[config.mk]
export PLATFORM = sky130hd
export DESIGN_NAME = vga_scan_gen_flat
export DESIGN_NICKNAME = d
export VERILOG_FILES = /design/src/rtl/vga_timing_pkg.sv /design/src/rtl/vga_scan_gen_if.sv /design/src/rtl/sync_delay.sv /design/src/rtl/vga_scan_gen.sv /design/src/flat_wrapper.sv
export SDC_FILE = /design/constraint.sdc
export NUM_CORES = 1
export LEC_CHECK = 0
export BUFFER_PORTS_ARGS = -buffer_cell sky130_fd_sc_hd__buf_2
export CAP_MARGIN = 0
export CORE_MARGIN = 4
export CORE_UTILIZATION = 58
export CTS_BUF_LIST = sky130_fd_sc_hd__clkbuf_8 sky130_fd_sc_hd__clkbuf_16
export CTS_CLUSTER_DIAMETER = 100
export DETAILED_ROUTE_END_ITERATION = 10
export PLACE_DENSITY = 0.79
export SLEW_MARGIN = 30
export SYNTH_ARGS = -nofsm -noshare
export SYNTH_HDL_FRONTEND = slang
export SYNTH_SLANG_ARGS = --single-unit
[constraint.sdc]
create_clock -name vga_clk -period 3.2 [get_ports vga_clk]
set_input_delay 0.32 -clock vga_clk [delete_from_list [all_inputs] [get_ports vga_clk]]
set_output_delay 0.32 -clock vga_clk [all_outputs]
set_load 0.01 [all_outputs]
[src/rtl/vga_timing_pkg.sv]
// vga_timing_pkg: 640x480@60 Hz raster constants and coordinate type
package vga_timing_pkg;
    typedef logic [9:0] coord_t;
    localparam coord_t H_VISIBLE    = 10'd640;
    localparam coord_t H_FP         = 10'd16;
    localparam coord_t H_SYNC       = 10'd96;
    localparam coord_t H_BP         = 10'd48;
    localparam coord_t H_TOTAL      = H_VISIBLE + H_FP + H_SYNC + H_BP;
    localparam coord_t V_VISIBLE    = 10'd480;
    localparam coord_t V_FP         = 10'd10;
    localparam coord_t V_SYNC       = 10'd2;
    localparam coord_t V_BP         = 10'd33;
    localparam coord_t V_TOTAL      = V_VISIBLE + V_FP + V_SYNC + V_BP;
    localparam coord_t H_SYNC_START = H_VISIBLE + H_FP;
    localparam coord_t H_SYNC_END   = H_SYNC_START + H_SYNC - 10'd1;
    localparam coord_t V_SYNC_START = V_VISIBLE + V_FP;
    localparam coord_t V_SYNC_END   = V_SYNC_START + V_SYNC - 10'd1;
endpackage

[src/rtl/vga_scan_gen_if.sv]
// vga_scan_gen_if: raster position, syncs and sprite address towards the renderers
interface vga_scan_gen_if;
    import vga_timing_pkg::*;
    coord_t     DrawX;
    coord_t     DrawY;
    logic       blank;
    logic       hs;
    logic       vs;
    logic       frame_start;
    logic [9:0] rom_address;
    logic       hs_d;
    logic       vs_d;
    logic       blank_d;
    modport master (output DrawX, DrawY, blank, hs, vs, frame_start, rom_address, hs_d, vs_d, blank_d);
    modport slave  (input  DrawX, DrawY, blank, hs, vs, frame_start, rom_address, hs_d, vs_d, blank_d);
endinterface

[src/rtl/sync_delay.sv]
// sync_delay: N-stage shift register aligning {hs, vs, blank} with registered colour
module sync_delay #(
    parameter int N = 1
) (
    input  logic       vga_clk,
    input  logic       reset_n,
    input  logic [2:0] din,
    output logic [2:0] dout
);
    logic [2:0] sr [N];
    always_ff @(posedge vga_clk or negedge reset_n) begin
        if (!reset_n) begin
            for (int i = 0; i < N; i++) sr[i] <= 3'b110;
        end else begin
            sr[0] <= din;
            for (int i = 1; i < N; i++) sr[i] <= sr[i-1];
        end
    end
    assign dout = sr[N-1];
endmodule

[src/rtl/vga_scan_gen.sv]
// vga_scan_gen: 640x480@60 Hz raster counters, syncs and stretched 32x32 sprite address
module vga_scan_gen
    import vga_timing_pkg::*;
#(
    parameter int PIPE_DLY = 1,
    parameter int TEX_W    = 32,
    parameter int TEX_H    = 32
) (
    input  logic      vga_clk,
    input  logic      reset_n,
    vga_scan_gen_if.master vga
);
    localparam coord_t H_LAST     = H_TOTAL - 10'd1;
    localparam coord_t V_LAST     = V_TOTAL - 10'd1;
    localparam coord_t SUB_X_LAST = coord_t'(int'(H_VISIBLE) / TEX_W - 1);
    localparam coord_t SUB_Y_LAST = coord_t'(int'(V_VISIBLE) / TEX_H - 1);

    coord_t     x, y, nx, ny, sub_x, sub_y;
    logic [4:0] tex_x, tex_y;
    logic       line_wrap, frame_wrap, hs, vs, blank, frame_start;

    always_comb begin
        line_wrap  = x == H_LAST;
        frame_wrap = line_wrap && y == V_LAST;
        nx         = line_wrap ? '0 : x + 10'd1;
        ny         = frame_wrap ? '0 : line_wrap ? y + 10'd1 : y;
    end

    // Syncs are decoded from the next position so they line up with x/y.
    always_ff @(posedge vga_clk or negedge reset_n) begin
        if (!reset_n) begin
            x           <= H_LAST;
            y           <= V_LAST;
            hs          <= 1'b1;
            vs          <= 1'b1;
            blank       <= 1'b0;
            frame_start <= 1'b0;
            sub_x       <= '0;
            sub_y       <= '0;
            tex_x       <= '0;
            tex_y       <= '0;
        end else begin
            x           <= nx;
            y           <= ny;
            hs          <= !(nx >= H_SYNC_START && nx <= H_SYNC_END);
            vs          <= !(ny >= V_SYNC_START && ny <= V_SYNC_END);
            blank       <= nx < H_VISIBLE && ny < V_VISIBLE;
            frame_start <= nx == '0 && ny == '0;
            if (line_wrap) begin
                sub_x <= '0;
                tex_x <= '0;
            end else if (x < H_VISIBLE - 10'd1 && y < V_VISIBLE) begin
                sub_x <= sub_x == SUB_X_LAST ? '0 : sub_x + 10'd1;
                tex_x <= sub_x == SUB_X_LAST ? tex_x + 5'd1 : tex_x;
            end
            if (frame_wrap) begin
                sub_y <= '0;
                tex_y <= '0;
            end else if (line_wrap && y < V_VISIBLE - 10'd1) begin
                sub_y <= sub_y == SUB_Y_LAST ? '0 : sub_y + 10'd1;
                tex_y <= sub_y == SUB_Y_LAST ? tex_y + 5'd1 : tex_y;
            end
        end
    end

    sync_delay #(.N(PIPE_DLY)) u_sync_delay (
        .vga_clk (vga_clk),
        .reset_n (reset_n),
        .din     ({hs, vs, blank}),
        .dout    ({vga.hs_d, vga.vs_d, vga.blank_d})
    );

    assign vga.DrawX       = x;
    assign vga.DrawY       = y;
    assign vga.hs          = hs;
    assign vga.vs          = vs;
    assign vga.blank       = blank;
    assign vga.frame_start = frame_start;
    assign vga.rom_address = blank ? {tex_y, tex_x} : '0;
endmodule

[src/flat_wrapper.sv]
// flat-port wrapper written by rule: the top's interface ports become plain ports
module vga_scan_gen_flat import vga_timing_pkg::*;
#(
    parameter int PIPE_DLY = 1,
    parameter int TEX_W    = 32,
    parameter int TEX_H    = 32
)
  (vga_clk, reset_n, vga_DrawX, vga_DrawY, vga_blank, vga_hs, vga_vs, vga_frame_start, vga_rom_address, vga_hs_d, vga_vs_d, vga_blank_d);
  vga_scan_gen_if vga_i ();
  input  logic vga_clk;
  input  logic reset_n;
  output wire logic [$bits(vga_i.DrawX)-1:0] vga_DrawX;
  output wire logic [$bits(vga_i.DrawY)-1:0] vga_DrawY;
  output wire logic [$bits(vga_i.blank)-1:0] vga_blank;
  output wire logic [$bits(vga_i.hs)-1:0] vga_hs;
  output wire logic [$bits(vga_i.vs)-1:0] vga_vs;
  output wire logic [$bits(vga_i.frame_start)-1:0] vga_frame_start;
  output wire logic [$bits(vga_i.rom_address)-1:0] vga_rom_address;
  output wire logic [$bits(vga_i.hs_d)-1:0] vga_hs_d;
  output wire logic [$bits(vga_i.vs_d)-1:0] vga_vs_d;
  output wire logic [$bits(vga_i.blank_d)-1:0] vga_blank_d;
  assign vga_DrawX = vga_i.DrawX;
  assign vga_DrawY = vga_i.DrawY;
  assign vga_blank = vga_i.blank;
  assign vga_hs = vga_i.hs;
  assign vga_vs = vga_i.vs;
  assign vga_frame_start = vga_i.frame_start;
  assign vga_rom_address = vga_i.rom_address;
  assign vga_hs_d = vga_i.hs_d;
  assign vga_vs_d = vga_i.vs_d;
  assign vga_blank_d = vga_i.blank_d;
  vga_scan_gen #(.PIPE_DLY(PIPE_DLY), .TEX_W(TEX_W), .TEX_H(TEX_H)) u_core (.vga_clk(vga_clk), .reset_n(reset_n), .vga(vga_i));
endmodule
==> out/qor.yml <==
status: "finished, violations left"
violations: "negative hold slack"
slew_viol_final: 0
final_core_util_pct: 67.1
wl_per_cell_um: 15.1
antenna_found_initial: 0
finalNonFillerCells: 467
grt-ovfl-total: 0
rsz0062_at_grt: "no"
synth_edf_count: 0
worst_pin_slew_ps: 612
fmax_ghz: 0.366
post-cts-setup-buffer-count: 0
final-setup-viol-count: 0
hold_class: "input port to asynchronous set/reset pin"
max-cap-violations: 0
fp-row-count: 27
cts_resized: 0
vdd_drop_max_mv: 0.213
start_kind: "register"
firstDrtPassIters: 4
postCtsHoldBufs: 0
track_usage_pct: 22.2
clock_path_buffers: 2
holdWs_ps: -7.65
end_kind: "register"
synth_seq_cells: 57
yosysWarnings: 0
fillers: 433
core_um2: 5510
crit_type: "register to register"
clk-insertion-delay-late_ps: 340
io_buffers: 38
setup_ws_ps: 469
final.setup_skew_ps: 6.86
fp.dieH_um: 83.2
io_pins: 39
synthFlopType: "dfrtp_1"
clock_sinks: 57
drt_iter0_markers: 142
hold_violations: 7
grt_pass1_wl_um: 12400
placed_cells: 451
synth_area_per_cell_um2: 9.26
place.gp.congestion: 0.898
htreeDepth: 3
grt_max_degree: 51
fin_nets: 401
crit_fanout: 6
areaGrowthSynthToFinish_pct: 12.7
pre_cts_ws_ps: 577
synth_seq_area_share_pct: 44.0
cp.arrival_ps: 2970
cts_tree: "yes"
async_flop_share_pct: 100
start_util_pct: 59.5
dieArea_um2: 6920
synth.cell_area_um2: 3280
layout_min_cycle_time_ps: 2730
vias: 2743
relSlewSlack_pct: 59.2
clockRootBuffer: "clkbuf_8"
dp_hpwl_um: 4970
drive_above_1_share_pct: 22.8
finalCritPeriodShare_pct: 85.3
layout_common_cells: "dfrtp_1 (43), buf_2 (37), nand2_1 (36)"
crit_required_ps: 3440
ant_nets: 0
power_density_nw_per_um2: 374
fin_setup_tns_ps: 0
wirelength_um: 7060
layout_commonest_cell: "dfrtp_1"
syn_nets: 365
cts_buffers: 9
die_x_um: 83.2
drcViolationCount: 0
netlist_instances: 354
synth.distinct_cells: 61
clk_pin_slew_ps: 70
drt-vias-per-instance: 5.87
total_leakage_power_nw: 1.61
grt_pass1_vias: 2629
n_antenna_cell: 0
==> metrics by stage <==
| stage | power [mW] | instance area [um2] |
|---|---|---|
| floorplan | 0.734 | 3280 |
| global placement | 0.750 | 3500 |
| detailed placement | 0.750 | 3500 |
| CTS | 1.39 | 3690 |
| global route | 1.43 | 3690 |
| finish | 1.38 | 3690 |
==> sequential cells by signal, summed over array words and instances, names as in the netlist, 3 cells and up <==
name,cells
u_core.vga.DrawY,10
u_core.vga.DrawX,10
u_core.tex_x,5
u_core.sub_y,10
u_core.tex_y,5
u_core.sub_x,10
u_core.u_sync_delay.dout,3
==> logic make-up after synthesis <==
kind of cell	count (synthesis)	synth area share, %
compound gates	66	12.7
flops	57	44.0
fa+ha+maj	9	3.44
mux	1	0.343
simple gates	167	28.9
buf+inv	30	4.16
xor+xnor	24	6.41
==> cell type report <==
| type | count | area [um2] | area share [%] |
|---|---|---|---|
| multi-input combinational | 267 | 1700 | 46.0 |
| sequential | 57 | 1440 | 39.1 |
| timing repair buffer | 41 | 215 | 5.83 |
| clock buffer | 13 | 179 | 4.84 |
| tap | 72 | 90.1 | 2.44 |
| inverter | 14 | 52.6 | 1.42 |
| clock inverter | 3 | 15.0 | 0.407 |
==> path summary, 6_finish.rpt <==
kind,startpoint,endpoint,slack [ps],cells past startpoint
worst max-delay path,u_core.vga.DrawX[0],u_core.vga.vs,470,7
worst min-delay path,reset_n,u_core.vga.DrawY[7],-8,1
worst max register to register,u_core.vga.DrawX[0],u_core.vga.vs,470,7
worst min register to register,u_core.vga.hs,u_core.u_sync_delay.dout[2],370,0
max in group asynchronous,reset_n,u_core.sub_y[8],2650,2
min in group vga_clk,u_core.vga.hs,u_core.u_sync_delay.dout[2],370,0
==> Yosys cell counts, types with 2 or more instances <==
cell / count / area share (%)
o21ai_0: 25 / 3.8
nand4bb_1: 2 / 0.69
dfrtp_1: 43 / 33
nor2_1: 27 / 3.1
nand2b_1: 5 / 0.95
nor2b_1: 3 / 0.57
a31o_2: 2 / 0.53
o211ai_1: 2 / 0.46
nand2_1: 36 / 4.1
clkbuf_1: 6 / 0.69
o31ai_1: 7 / 1.6
nor4_1: 3 / 0.57
nor4_2: 2 / 0.76
nand4b_1: 2 / 0.53
nand4_1: 8 / 1.5
xor2_1: 14 / 3.7
o41ai_1: 2 / 0.53
nor3_1: 6 / 0.92
or4b_4: 2 / 0.84
o21ai_1: 3 / 0.46
dfstp_2: 14 / 11
nand3_2: 2 / 0.61
a21oi_1: 12 / 1.8
buf_6: 2 / 0.69
xnor2_1: 10 / 2.7
a21o_1: 2 / 0.46
nand3_1: 25 / 3.8
or3_1: 9 / 1.7
and2_1: 11 / 2.1
nor2_2: 3 / 0.57
buf_2: 6 / 0.92
and3_1: 8 / 1.5
inv_1: 14 / 1.6
ha_1: 9 / 3.4
==> worst max-delay path, stage by stage, from the launching register on <==
cell,delay (ps)
dfstp_2,570
ha_1,250
and4_1,350
nand2_1,200
nor4_1,400
xnor2_1,170
nor4_1,530
nand3_1,140
==> power by group <==
group	total [mW]	switching, mW	internal [mW]
combinational	0.0149	0.0134	0.00158
sequential	0.722	0	0.722
clock	0.646	0.286	0.360
total	1.38	0.299	1.08
==> metal layers <==
metal	wire (um)	track usage, %	up-vias	share of wire [%]
met2	3340	35.4	88	47
li1	-	-	1334	-
met1	3190	29.3	1310	45
met4	108	8.32	0	1.5
met3	426	5.46	11	6.0
met5	0	0	-	0
Note: power is estimated with default switching activity, not from simulation.
